<file path="src/rtl/cwru_frame_rx.sv">
// On-off-keyed frame receiver: mid-bit majority sampling, fixed-length MSB-first
// frames, idle-gap check, key-code decode and seven-segment display.
module cwru_frame_rx #(
  parameter int CLKS_PER_BIT = 6250,
  parameter int FRAME_BITS   = 8,
  parameter int GAP_BITS     = 1
) (
  input  logic                  CLK,
  input  logic                  RST,
  input  logic                  RX_IN,
  output logic [FRAME_BITS-1:0] DATA,
  output logic                  VALID,
  output logic [3:0]            CODE,
  output logic                  CODE_ERR,
  output logic                  FRAME_ERR,
  output logic                  BUSY,
  output logic [6:0]            HEX0
);

  localparam int MID   = CLKS_PER_BIT / 2;
  localparam int CNT_W = $clog2(CLKS_PER_BIT);
  localparam int GAP_W = $clog2(GAP_BITS + 1);

  typedef enum logic [2:0] {
    ST_IDLE,
    ST_START,
    ST_DATA,
    ST_GAP,
    ST_RECOVER
  } state_t;

  state_t                state_q, state_d;
  logic                  sync_q, sync_d;
  logic                  rx_s_q, rx_s_d;
  logic [CNT_W-1:0]      cnt_q, cnt_d;
  logic [4:0]            bit_idx_q, bit_idx_d;
  logic [GAP_W-1:0]      gap_idx_q, gap_idx_d;
  logic                  v0_q, v0_d;
  logic                  v1_q, v1_d;
  logic [FRAME_BITS-1:0] frame_q, frame_d;
  logic [FRAME_BITS-1:0] data_q, data_d;
  logic                  valid_q, valid_d;
  logic [3:0]            code_q, code_d;
  logic                  code_err_q, code_err_d;
  logic                  frame_err_q, frame_err_d;
  logic [6:0]            hex_q, hex_d;

  logic                  cnt_wrap;
  logic                  vote_now;
  logic                  maj;
  logic [4:0]            decoded;

  // Returns {legal, n-1} where n counts leading "10" pairs and the rest must be zero.
  function automatic logic [4:0] decode_frame(input logic [FRAME_BITS-1:0] f);
    logic [FRAME_BITS-1:0] t;
    logic [3:0]            n;
    logic                  stop;
    logic                  legal;
    t     = f;
    n     = 4'd0;
    stop  = 1'b0;
    legal = 1'b1;
    for (int i = 0; i < FRAME_BITS / 2; i++) begin
      if (!stop && t[FRAME_BITS-1 -: 2] == 2'b10) begin
        n = n + 4'd1;
      end else begin
        stop = 1'b1;
        if (t[FRAME_BITS-1 -: 2] != 2'b00) legal = 1'b0;
      end
      t = t << 2;
    end
    if (n == 4'd0) legal = 1'b0;
    return {legal, n - 4'd1};
  endfunction

  function automatic logic [6:0] seg_encode(input logic [3:0] c);
    logic [6:0] s;
    case (c)
      4'd0:    s = 7'b1000000;
      4'd1:    s = 7'b1111001;
      4'd2:    s = 7'b0100100;
      4'd3:    s = 7'b0110000;
      4'd4:    s = 7'b0011001;
      4'd5:    s = 7'b0010010;
      4'd6:    s = 7'b0000010;
      4'd7:    s = 7'b1111000;
      4'd8:    s = 7'b0000000;
      4'd9:    s = 7'b0010000;
      default: s = 7'b0111111;
    endcase
    return s;
  endfunction

  assign cnt_wrap = (cnt_q == CNT_W'(CLKS_PER_BIT - 1));
  assign vote_now = (cnt_q == CNT_W'(MID + 1));
  assign maj      = (v0_q & v1_q) | (v0_q & rx_s_q) | (v1_q & rx_s_q);
  assign decoded  = decode_frame(frame_q);

  always_comb begin
    state_d     = state_q;
    sync_d      = RX_IN;
    rx_s_d      = sync_q;
    cnt_d       = cnt_q;
    bit_idx_d   = bit_idx_q;
    gap_idx_d   = gap_idx_q;
    v0_d        = v0_q;
    v1_d        = v1_q;
    frame_d     = frame_q;
    data_d      = data_q;
    valid_d     = 1'b0;
    code_d      = code_q;
    code_err_d  = 1'b0;
    frame_err_d = 1'b0;
    hex_d       = hex_q;

    // Bit timing and vote samples are shared by every in-frame state.
    if (state_q == ST_START || state_q == ST_DATA || state_q == ST_GAP) begin
      cnt_d = cnt_wrap ? '0 : cnt_q + CNT_W'(1);
      if (cnt_q == CNT_W'(MID - 1)) v0_d = rx_s_q;
      if (cnt_q == CNT_W'(MID))     v1_d = rx_s_q;
    end

    case (state_q)
      ST_IDLE: begin
        if (rx_s_q) begin
          state_d = ST_START;
          cnt_d   = '0;
        end
      end
      ST_START: begin
        if (cnt_wrap) begin
          state_d   = ST_DATA;
          bit_idx_d = '0;
        end
        if (vote_now) begin
          if (maj) frame_d = {frame_q[FRAME_BITS-2:0], 1'b1};
          else     state_d = ST_IDLE;
        end
      end
      ST_DATA: begin
        if (vote_now) frame_d = {frame_q[FRAME_BITS-2:0], maj};
        if (cnt_wrap) begin
          if (bit_idx_q == 5'(FRAME_BITS - 2)) begin
            state_d   = ST_GAP;
            gap_idx_d = '0;
          end else begin
            bit_idx_d = bit_idx_q + 5'd1;
          end
        end
      end
      ST_GAP: begin
        if (cnt_wrap) gap_idx_d = gap_idx_q + GAP_W'(1);
        if (vote_now) begin
          if (maj) begin
            frame_err_d = 1'b1;
            state_d     = ST_RECOVER;
            cnt_d       = '0;
          end else if (gap_idx_q == GAP_W'(GAP_BITS - 1)) begin
            state_d = ST_IDLE;
            data_d  = frame_q;
            valid_d = 1'b1;
            if (decoded[4]) begin
              code_d = decoded[3:0];
              hex_d  = seg_encode(decoded[3:0]);
            end else begin
              code_err_d = 1'b1;
            end
          end
        end
      end
      ST_RECOVER: begin
        // Wait for one full bit period of continuous low before rearming.
        if (rx_s_q)        cnt_d   = '0;
        else if (cnt_wrap) state_d = ST_IDLE;
        else               cnt_d   = cnt_q + CNT_W'(1);
      end
      default: state_d = ST_IDLE;
    endcase
  end

  always_ff @(posedge CLK or posedge RST) begin
    if (RST) begin
      state_q     <= ST_IDLE;
      sync_q      <= 1'b0;
      rx_s_q      <= 1'b0;
      cnt_q       <= '0;
      bit_idx_q   <= '0;
      gap_idx_q   <= '0;
      v0_q        <= 1'b0;
      v1_q        <= 1'b0;
      frame_q     <= '0;
      data_q      <= '0;
      valid_q     <= 1'b0;
      code_q      <= 4'd0;
      code_err_q  <= 1'b0;
      frame_err_q <= 1'b0;
      hex_q       <= 7'b0111111;
    end else begin
      state_q     <= state_d;
      sync_q      <= sync_d;
      rx_s_q      <= rx_s_d;
      cnt_q       <= cnt_d;
      bit_idx_q   <= bit_idx_d;
      gap_idx_q   <= gap_idx_d;
      v0_q        <= v0_d;
      v1_q        <= v1_d;
      frame_q     <= frame_d;
      data_q      <= data_d;
      valid_q     <= valid_d;
      code_q      <= code_d;
      code_err_q  <= code_err_d;
      frame_err_q <= frame_err_d;
      hex_q       <= hex_d;
    end
  end

  assign DATA      = data_q;
  assign VALID     = valid_q;
  assign CODE      = code_q;
  assign CODE_ERR  = code_err_q;
  assign FRAME_ERR = frame_err_q;
  assign BUSY      = (state_q != ST_IDLE);
  assign HEX0      = hex_q;

endmodule

</file>
<file path="config.mk">
export PLATFORM = sky130hd
export DESIGN_NAME = cwru_frame_rx
export DESIGN_NICKNAME = d
export VERILOG_FILES = /design/src/rtl/cwru_frame_rx.sv
export SDC_FILE = /design/constraint.sdc
export NUM_CORES = 1
export LEC_CHECK = 0
export ABC_AREA = 1
export ABC_CLOCK_PERIOD_IN_PS = 2070
export BUFFER_PORTS_ARGS = -buffer_cell sky130_fd_sc_hd__clkbuf_2
export CAP_MARGIN = 10
export CORE_MARGIN = 10
export CORE_UTILIZATION = 60
export CTS_BUF_LIST = sky130_fd_sc_hd__clkbuf_8
export DETAILED_ROUTE_END_ITERATION = 8
export PLACE_DENSITY = 0.77
export SYNTH_ARGS = -nofsm -noshare
export SYNTH_HDL_FRONTEND = slang
export SYNTH_SLANG_ARGS = --single-unit
</file>
<file path="constraint.sdc">
create_clock -name CLK -period 2.07 [get_ports CLK]
set_input_delay 0.414 -clock CLK [delete_from_list [all_inputs] [get_ports CLK]]
set_output_delay 0.414 -clock CLK [all_outputs]
set_load 0.005 [all_outputs]
</file>
==> results.ini, run 1 <==
[status]
status = complete, no violations

[timing]
slew_headroom_pct = 62.4
tightest_slew_ns = 0.562
setup_slack_ns = 0.232
maxSlewViolCount = 0
rsz0062_at_grt = false
final.min_clock_period_ns = 1.84
fmax_ghz = 0.544
finalCritPeriodShare_pct = 88.8
final.setup.tns_ns = 0
setup_viol = 0
skew_ns = 0.00958
hold_viol = 0

[synth]
yosysWarnings = 0
synthTopCellsByArea = dfrtp_1 (37%), nand2_1 (14%), nand3_1 (9.5%), inv_1 (5.6%), dfstp_2 (4.7%)
ys_ff_latch = 56
synth_top_area_share_pct = 37.3
syn_nets = 464
syn-cell-area_um2 = 3360
synth_cell_type_count = 29
syn_area_per_cell_um2 = 7.41
yosys.area.top_type = dfrtp_1
netlist_instances = 453
yosysSeqAreaShare_pct = 42.0

[placement]
port_buffers = 25
dp_hpwl_um = 5770
place_ws_ns = 0.258
routabilityCongestion = 0.915

[worst_setup_path]
startpoint = frame_q[4]
cpPeakStageDelay_ns = 0.41
slowest_stage = dfrtp_1
crit_top_cell = nand2_1
crit_buf_inv = 2
required_ns = 2.28
cp_cell_sequence = nor2_1 > nand2_1 > nor2_1 > nand3_1 > nand2_1 > inv_1 > ha_1 > nand3b_1 > nand2_1 > inv_1
end_kind = flop
start_kind = flop
r2r-start = frame_q[4]
crit_type = reg -> reg
cp_data_arrival_time_ns = 2.05
path_delay_family = simple AND/OR/NAND/NOR gates
cp_max_fo = 4

[finish]
layout.nets = 493
drive_above_1_share_pct = 17.6
antenna_cells = 0
area_growth_pct = 8.83

[die]
std_cell_rows = 27
ios = 26
dieHeight_um = 94.8
start_util_pct = 61.4
die_w_um = 94.8
die_area_um2 = 8990
core_um2 = 5470

[job]
maxCapViolCount = 0

[clock_tree]
clock-root-buffer = clkbuf_8
cts_sinks = 56
postCtsResizedCells = 0
clk_pin_slew_ns = 0.11
cts_inserted_buffers = 5
clockBufferDepth = 2
clk_latency_ns = 0.31
htreeDepth = 2
post_cts_buffers = 0
postCtsHoldBufs = 0
cts_tree = done

[detailed_routing]
initialDrtViolationCount = 213
dr.pass1.iters = 4
vias_per_cell = 5.39
post-route-drc-count = 0
wire_per_inst_um = 13.4
vias = 2993
routed_wl_um = 7430
postRouteAntennaNets = 0

[global_route]
grt_overflow = 0
antenna_found_initial = 0
track_usage_pct = 18.0
grt_pass1_vias = 2953
grt_max_degree = 36
grt_pass1_wl_um = 13200

[pwr]
vdd_drop_max_uv = 514
power-per-cell-area_nw_per_um2 = 749
p_leak_uw = 0.00180

[hold_path]
hp-class = in -> async

-- worst register-to-register path, cell delays in order, from the launching register on --
cell      delay [ns]
dfrtp_1         0.41
nor2_1          0.21
nand2_1         0.12
nor2_1          0.13
nand3_1         0.10
nand2_1         0.10
inv_1           0.09
ha_1            0.29
nand3b_1        0.17
nand2_1         0.08
inv_1           0.04
-- state kept, by name, summed over array words and instances, names as in the netlist, 3 cells and up --
signal and cells:
frame_q 8, CODE 4, HEX0 7, DATA 8, cnt_q 13, state_q 3
bit_idx_q 5
-- report_power, final --
part | leakage, uW | switching, uW | internal (uW)
Sequential | 0.000744 | 102 | 1170
Combinational | 0.00102 | 589 | 271
Clock | 0.0000445 | 365 | 241
-- metrics by stage --
step	hold slack, ns	total power (uW)	cells	utilization [%]	area, um2
floorplan	0.331	1950	453	-	3360
global placement	0.333	2120	547	65.1	3560
global route	0.115	2930	555	66.8	3650
finish	0.0829	2740	555	66.8	3650
detailed placement	0.341	2140	547	65.1	3560
CTS	0.0945	2750	555	66.8	3650
-- final timing paths --
check | endpoint | slack [ns] | cells past startpoint
setup / recovery | HEX0[6] | 0.23 | 10
max in group asynchronous | v1_q | 1.45 | 3
hold / removal | DATA[0] | 0.08 | 2
min in group CLK | rx_s_d | 0.20 | 1
setup reg to reg | HEX0[6] | 0.23 | 10
hold reg to reg | rx_s_q | 0.36 | 0
-- routing by layer --
metal  track usage [%]  vias up  wire length, um
met4              5.24        0              110
li1                  -     1516                -
met1              20.7     1387             3090
met3              3.57       11              461
met2              32.8       79             3770
met5                 0        -                0
-- placed cells by master, fill, tap and decap left out, types with 2 or more instances in the layout --
cell type / synthesis / final
inv_1: 50 / 49
dfstp_2: 6 / 6
or2_2: 2 / 2
nor2_2: 2 / 2
nand4_1: 6 / 6
nor2_4: 2 / 2
nor3_1: 5 / 5
nand3_1: 64 / 64
o21ai_2: 16 / 16
o21ai_0: 31 / 31
clkbuf_8: 0 / 5
a21oi_1: 5 / 5
o21ai_1: 3 / 3
inv_2: 7 / 8
nand2_2: 5 / 5
nand3b_1: 4 / 4
dfrtp_1: 50 / 50
buf_4: 0 / 8
ha_1: 8 / 8
nand2_1: 123 / 123
clkbuf_2: 0 / 25
xor2_1: 5 / 5
nor2_1: 41 / 41
-- final cells by class --
cell class	instances	area [um2]
fillers	495	1820
multi-input cells	328	1650
well taps	72	90.1
repair buffers	34	205
clock buffers	5	68.8
clock inverters	3	21.3
inverters	57	214
flip-flops and latches	56	1410
-- kinds of logic after synthesis --
logic type	count (synthesis)	synth area share (%)
DFF	56	42.0
and+or+nand+nor	256	33.5
adders and majority gates	8	2.98
buffers and inverters	69	9.02
AOI/OAI and AO/OA	59	11.3
xor gates and xnor gates	5	1.30
-- Yosys cell counts --
cell type,count
buf_2,5
buf_6,5
o21ai_2,16
dfstp_2,6
nor2_4,2
or2_2,2
dfrtp_1,50
o211ai_4,1
nand2_2,5
or2_1,1
inv_1,50
nand3b_1,4
nand4_1,6
nor2_2,2
o21ai_0,31
nand3_2,1
clkbuf_1,2
nand2_1,123
o21bai_1,1
nor3_1,5
a21boi_0,1
o211ai_1,1
ha_1,8
nor2_1,41
o21ai_1,3
inv_2,7
xor2_1,5
a21oi_1,5
nand3_1,64
Power figures use the tool's default switching activity.
==> run 2, diff against run 1 <==
ABC_CLOCK_PERIOD_IN_PS = 2100   (was 2070)
clock period = 2.1 ns   (was 2.07 ns; I/O delays follow)
==> results.ini, run 2 (same netlist as run 1, synthesis figures left out) <==
[clock_tree]
postCtsHoldBufs = 0  ; unchanged
clock-root-buffer = clkbuf_8
cts_inserted_buffers = 5  ; unchanged
clockBufferDepth = 2  ; unchanged
htreeDepth = 2  ; unchanged
postCtsResizedCells = 0  ; unchanged
cts_sinks = 56  ; unchanged
post_cts_buffers = 0  ; unchanged
cts_tree = done
clk_latency_ns = 0.30  ; about the same
clk_pin_slew_ns = 0.10  ; about the same

[worst_setup_path]
startpoint = cnt_q[0]
start_kind = flop
cp_data_arrival_time_ns = 2.08  ; +0.03 ns
r2r-start = cnt_q[0]
cp_max_fo = 9  ; +5
end_kind = flop
crit_type = reg -> reg
required_ns = 2.29  ; about the same

[status]
status = complete, no violations

[finish]
mostFrequentLayoutCells = nand2_1 (123), nand3_1 (64), dfrtp_1 (50), inv_1 (50), nor2_1 (41)
top_register = cnt_q
antenna_cells = 0  ; unchanged
fillers = 495  ; unchanged
drive_above_1_share_pct = 17.0  ; -0.55 points
final_common_cell = nand2_1
area_growth_pct = 9.95
layout.nets = 491  ; -0.41%
largest_reg_flops = 13  ; unchanged
fin_area_um2 = 3690  ; +1.0%
layout.cells.non_filler = 553  ; -0.36%

[placement]
routabilityCongestion = 1.00  ; +9.3%
dp_hpwl_um = 5600  ; -2.9%
dp_cells = 545  ; -0.37%
place_area_um2 = 3550  ; -0.42%
port_buffers = 25  ; unchanged
place_ws_ns = 0.185  ; -0.0728 ns

[global_route]
grt_pass1_vias = 2868  ; -2.9%
grt_overflow = 0  ; unchanged
track_usage_pct = 17.6  ; -0.42 points
grt_max_degree = 36  ; unchanged
antenna_found_initial = 0  ; unchanged
grt_pass1_wl_um = 12900  ; -2.2%

[detailed_routing]
routed_wl_um = 7450  ; +0.20%
initialDrtViolationCount = 244  ; +15%
post-route-drc-count = 0  ; unchanged
vias = 2989  ; -0.13%
dr.pass1.iters = 5  ; +1
wire_per_inst_um = 13.5  ; +0.56%
postRouteAntennaNets = 0  ; unchanged
vias_per_cell = 5.41  ; +0.23%

[timing]
setup_viol = 0  ; unchanged
slew_headroom_pct = 62.4  ; about the same
tightest_slew_ns = 0.563  ; +0.000552 ns
rsz0062_at_grt = false
maxSlewViolCount = 0  ; unchanged
setup_slack_ns = 0.207  ; -0.0255 ns
skew_ns = 0.0111  ; +0.00150 ns
fmax_ghz = 0.528  ; -2.9%
final.setup.tns_ns = 0  ; unchanged
finalCritPeriodShare_pct = 90.2  ; +1.4 points
final.min_clock_period_ns = 1.89  ; +0.0555 ns
hold_viol = 0  ; unchanged
hold-worst-slack_ns = 0.0987  ; +0.0159 ns

[die]
ios = 26  ; unchanged
dieHeight_um = 94.8  ; unchanged
core_um2 = 5470  ; unchanged
std_cell_rows = 27  ; unchanged
die_area_um2 = 8990  ; unchanged
start_util_pct = 61.4  ; unchanged
die_w_um = 94.8  ; unchanged

[job]
maxCapViolCount = 0  ; unchanged

[pwr]
power-per-cell-area_nw_per_um2 = 789  ; +5.3%
p_leak_uw = 0.00184  ; +1.7%
vdd_drop_max_uv = 435  ; -15%

[hold_path]
hp-class = in -> async

[run 2: cell types whose count changed in the layout (fill, tap and decap cells not counted), sizes merged]
cell | previous run | this run
clkinvlp | 1 | 0
buf | 9 | 7
bufinv | 0 | 2
clkinv | 1 | 0
[run 2: power breakdown]
| group | leakage, uW | switching, uW | total [uW] | internal [uW] |
|---|---|---|---|---|
| clock | 0.0000695 | 339 | 811 | 472 |
| combinational | 0.00102 | 583 | 850 | 267 |
| sequential | 0.000744 | 98.1 | 1250 | 1150 |
| total | 0.00184 | 1020 | 2910 | 1890 |
[run 2: final cells by class]
| type | count | area [um2] | share of cell area [%] |
|---|---|---|---|
| Timing Repair Buffer | 32 | 190 | 5.15 |
| Multi-Input combinational cell | 328 | 1660 | 44.9 |
| Tap cell | 72 | 90.1 | 2.44 |
| Clock inverter | 3 | 63.8 | 1.73 |
| Sequential cell | 56 | 1410 | 38.2 |
| Clock buffer | 5 | 68.8 | 1.86 |
| Inverter | 57 | 214 | 5.79 |
[run 2: metrics by stage]
stage          utilization [%]  total power, uW
3_3_place_gp              64.9             2080
5_1_grt                   67.5             3120
4_1_cts                   67.3             2920
3_5_place_dp              64.9             2110
6_report                  67.5             2910
2_1_floorplan                -             1920
[run 2: metal layers]
metal,GRT usage (%),wire length [um]
met1,20.7,3150
met2,29.9,3610
met3,4.36,544
met4,7.23,137
met5,0,0
[run 2: path summary, 6_finish.rpt]
path / cells past startpoint / slack [ns] / end
min in group CLK: 1 / 0.22 / rx_s_d
hold / removal: 2 / 0.1 / CODE[3]
setup / recovery: 11 / 0.21 / state_q[0]
hold reg to reg: 0 / 0.36 / rx_s_q
setup reg to reg: 11 / 0.21 / state_q[0]
max in group asynchronous: 3 / 1.45 / frame_q[0]
[run 2: critical path, stage by stage, from the launching register on]
cell and delay [ns]:
dfrtp_1 0.47, inv_1 0.15, ha_1 0.16, inv_1 0.06, nor2_1 0.21, nand2_1 0.16, inv_2 0.11, nand2_1 0.06
nand2_1 0.07, inv_2 0.10, o21ai_0 0.14, nand2_1 0.09
==> run 3, diff against run 2 <==
CAP_MARGIN = default   (was 10)
RECOVER_POWER = 50   (was default)
==> results.ini, run 3 (same netlist as run 1, synthesis figures left out) <==
[placement]
place_area_um2 = 3550  ; unchanged
port_buffers = 25  ; unchanged
dp_hpwl_um = 5600  ; unchanged
routabilityCongestion = 1.00  ; unchanged

[pwr]
power-per-cell-area_nw_per_um2 = 794  ; +0.67%
pwr-share-comb_pct = 29.1  ; about the same
switching_share_pct = 35.2  ; +0.11 points
power_frac_clock_pct = 27.9  ; about the same
seq_power_share_pct = 42.9  ; about the same
p_int_uw = 1890  ; -0.17%
p_leak_uw = 0.00180  ; -1.7%
p_sw_uw = 1020  ; +0.30%
vdd_drop_max_uv = 434  ; -0.28%

[die]
die_w_um = 94.8  ; unchanged
core_um2 = 5470  ; unchanged
start_util_pct = 61.4  ; unchanged
std_cell_rows = 27  ; unchanged
die_area_um2 = 8990  ; unchanged
ios = 26  ; unchanged
dieHeight_um = 94.8  ; unchanged

[clock_tree]
cts_inserted_buffers = 5  ; unchanged
clk_latency_ns = 0.30  ; about the same
post_cts_buffers = 0  ; unchanged
clk_pin_slew_ns = 0.10  ; about the same
cts_tree = done
clock-root-buffer = clkbuf_8
clockBufferDepth = 2  ; unchanged
postCtsHoldBufs = 0  ; unchanged
htreeDepth = 2  ; unchanged
postCtsResizedCells = 0  ; unchanged
cts_sinks = 56  ; unchanged

[detailed_routing]
dr.pass1.iters = 5  ; unchanged
vias = 3007  ; +0.60%
vias_per_cell = 5.44  ; +0.60%
post-route-drc-count = 0  ; unchanged
postRouteAntennaNets = 0  ; unchanged
routed_wl_um = 7450  ; +0.12%
initialDrtViolationCount = 223  ; -8.6%
wire_per_inst_um = 13.5  ; +0.12%

[worst_setup_path]
cp_data_arrival_time_ns = 2.07  ; about the same
reg2regPathDepth = 11  ; unchanged
r2r_end = state_q[0]
end_kind = flop
start_kind = flop
crit_type = reg -> reg
required_ns = 2.29  ; about the same
cp_max_fo = 9  ; unchanged
r2r_slack_ns = 0.22  ; about the same
r2r-start = cnt_q[0]

[timing]
final.min_clock_period_ns = 1.88  ; -0.0125 ns
slew_headroom_pct = 41.7  ; -21 points
fmax_ghz = 0.532  ; +0.67%
maxSlewViolCount = 0  ; unchanged
hold-worst-slack_ns = 0.221  ; +0.122 ns
skew_ns = 0.0106  ; -0.000435 ns
finalCritPeriodShare_pct = 89.6  ; -0.60 points
hold_viol = 0  ; unchanged
setup_viol = 0  ; unchanged
rsz0062_at_grt = false
final.setup.tns_ns = 0  ; unchanged
tightest_slew_ns = 0.874  ; +0.312 ns

[job]
maxCapViolCount = 0  ; unchanged

[global_route]
antenna_found_initial = 0  ; unchanged
grt_pass1_wl_um = 12900  ; unchanged
grt_pass1_vias = 2868  ; unchanged
grt_overflow = 0  ; unchanged
grtUsageMet1_pct = 20.7  ; unchanged
grt_max_degree = 36  ; unchanged
met2_usage_pct = 29.9  ; unchanged
globalRouteMet3Util_pct = 4.36  ; unchanged
track_usage_pct = 17.6  ; unchanged
grt.busiest_layer = met2

[finish]
drive_above_1_share_pct = 15.2  ; -1.9 points
final_common_cell = nand2_1
fin_area_um2 = 3670  ; -0.68%
largest_reg_flops = 13  ; unchanged
top_register = cnt_q
area_growth_pct = 9.20
layout.nets = 491  ; unchanged
mostFrequentLayoutCells = nand2_1 (123), nand3_1 (64), inv_1 (51)
antenna_cells = 0  ; unchanged

[hold_path]
hp-class = in -> async

[status]
status = complete, no violations

[run 3: cell count changes in the layout (fill, tap and decap cells not counted)]
cell      change
clkbuf_1      +7
buf_1         +1
buf_12        -1
inv_2         -1
inv_1         +1
clkbuf_2      -7
[run 3: worst max-delay path by stage]
stage,endpoint,cells past startpoint,startpoint,slack [ns]
after CTS,HEX0[2],10,cnt_q[0],0.18
after detailed placement,HEX0[2],10,cnt_q[0],0.19
final,state_q[0],11,cnt_q[0],0.22
after floorplan,CODE[0],1,RST,0.32
after global routing,HEX0[6],10,frame_q[4],0.02
after global placement,HEX0[2],10,cnt_q[0],0.25
[run 3: critical path, stage by stage (launching register included)]
cell and delay (ns):
dfrtp_1 0.47, inv_1 0.15, ha_1 0.16, inv_1 0.06, nor2_1 0.21, nand2_1 0.16, inv_2 0.11, nand2_1 0.06
nand2_1 0.07, inv_2 0.10, o21ai_0 0.13, nand2_1 0.08
[run 3: area by class of cell]
type / instances / area, um2
Multi-Input combinational cell: 328 / 1660
Fill cell: 501 / 1810
Tap cell: 72 / 90.1
Sequential cell: 56 / 1410
Timing Repair Buffer: 32 / 165
Clock inverter: 3 / 63.8
Clock buffer: 5 / 68.8
Inverter: 57 / 214
[run 3: power by group through the flow]
stage	Combinational [uW]	Sequential [uW]	Clock, uW
6_report	848	1250	814
5_1_grt	971	1270	880
4_1_cts	844	1250	832
3_5_place_dp	837	1270	0
3_3_place_gp	815	1270	0
2_1_floorplan	685	1230	0
[run 3: routing by layer]
metal	wire (um)	share of wire, %
met4	143	1.9
met1	3180	43
met2	3580	48
met5	0	0
met3	559	7.5
[run 3: stage by stage]
stage	instances	setup WS [ns]	utilization (%)	power (uW)
3_3_place_gp	545	0.252	64.9	2080
5_1_grt	553	0.0190	67.0	3120
2_1_floorplan	453	0.319	-	1920
6_report	553	0.219	67.0	2910
4_1_cts	553	0.175	67.3	2920
3_5_place_dp	545	0.185	64.9	2110
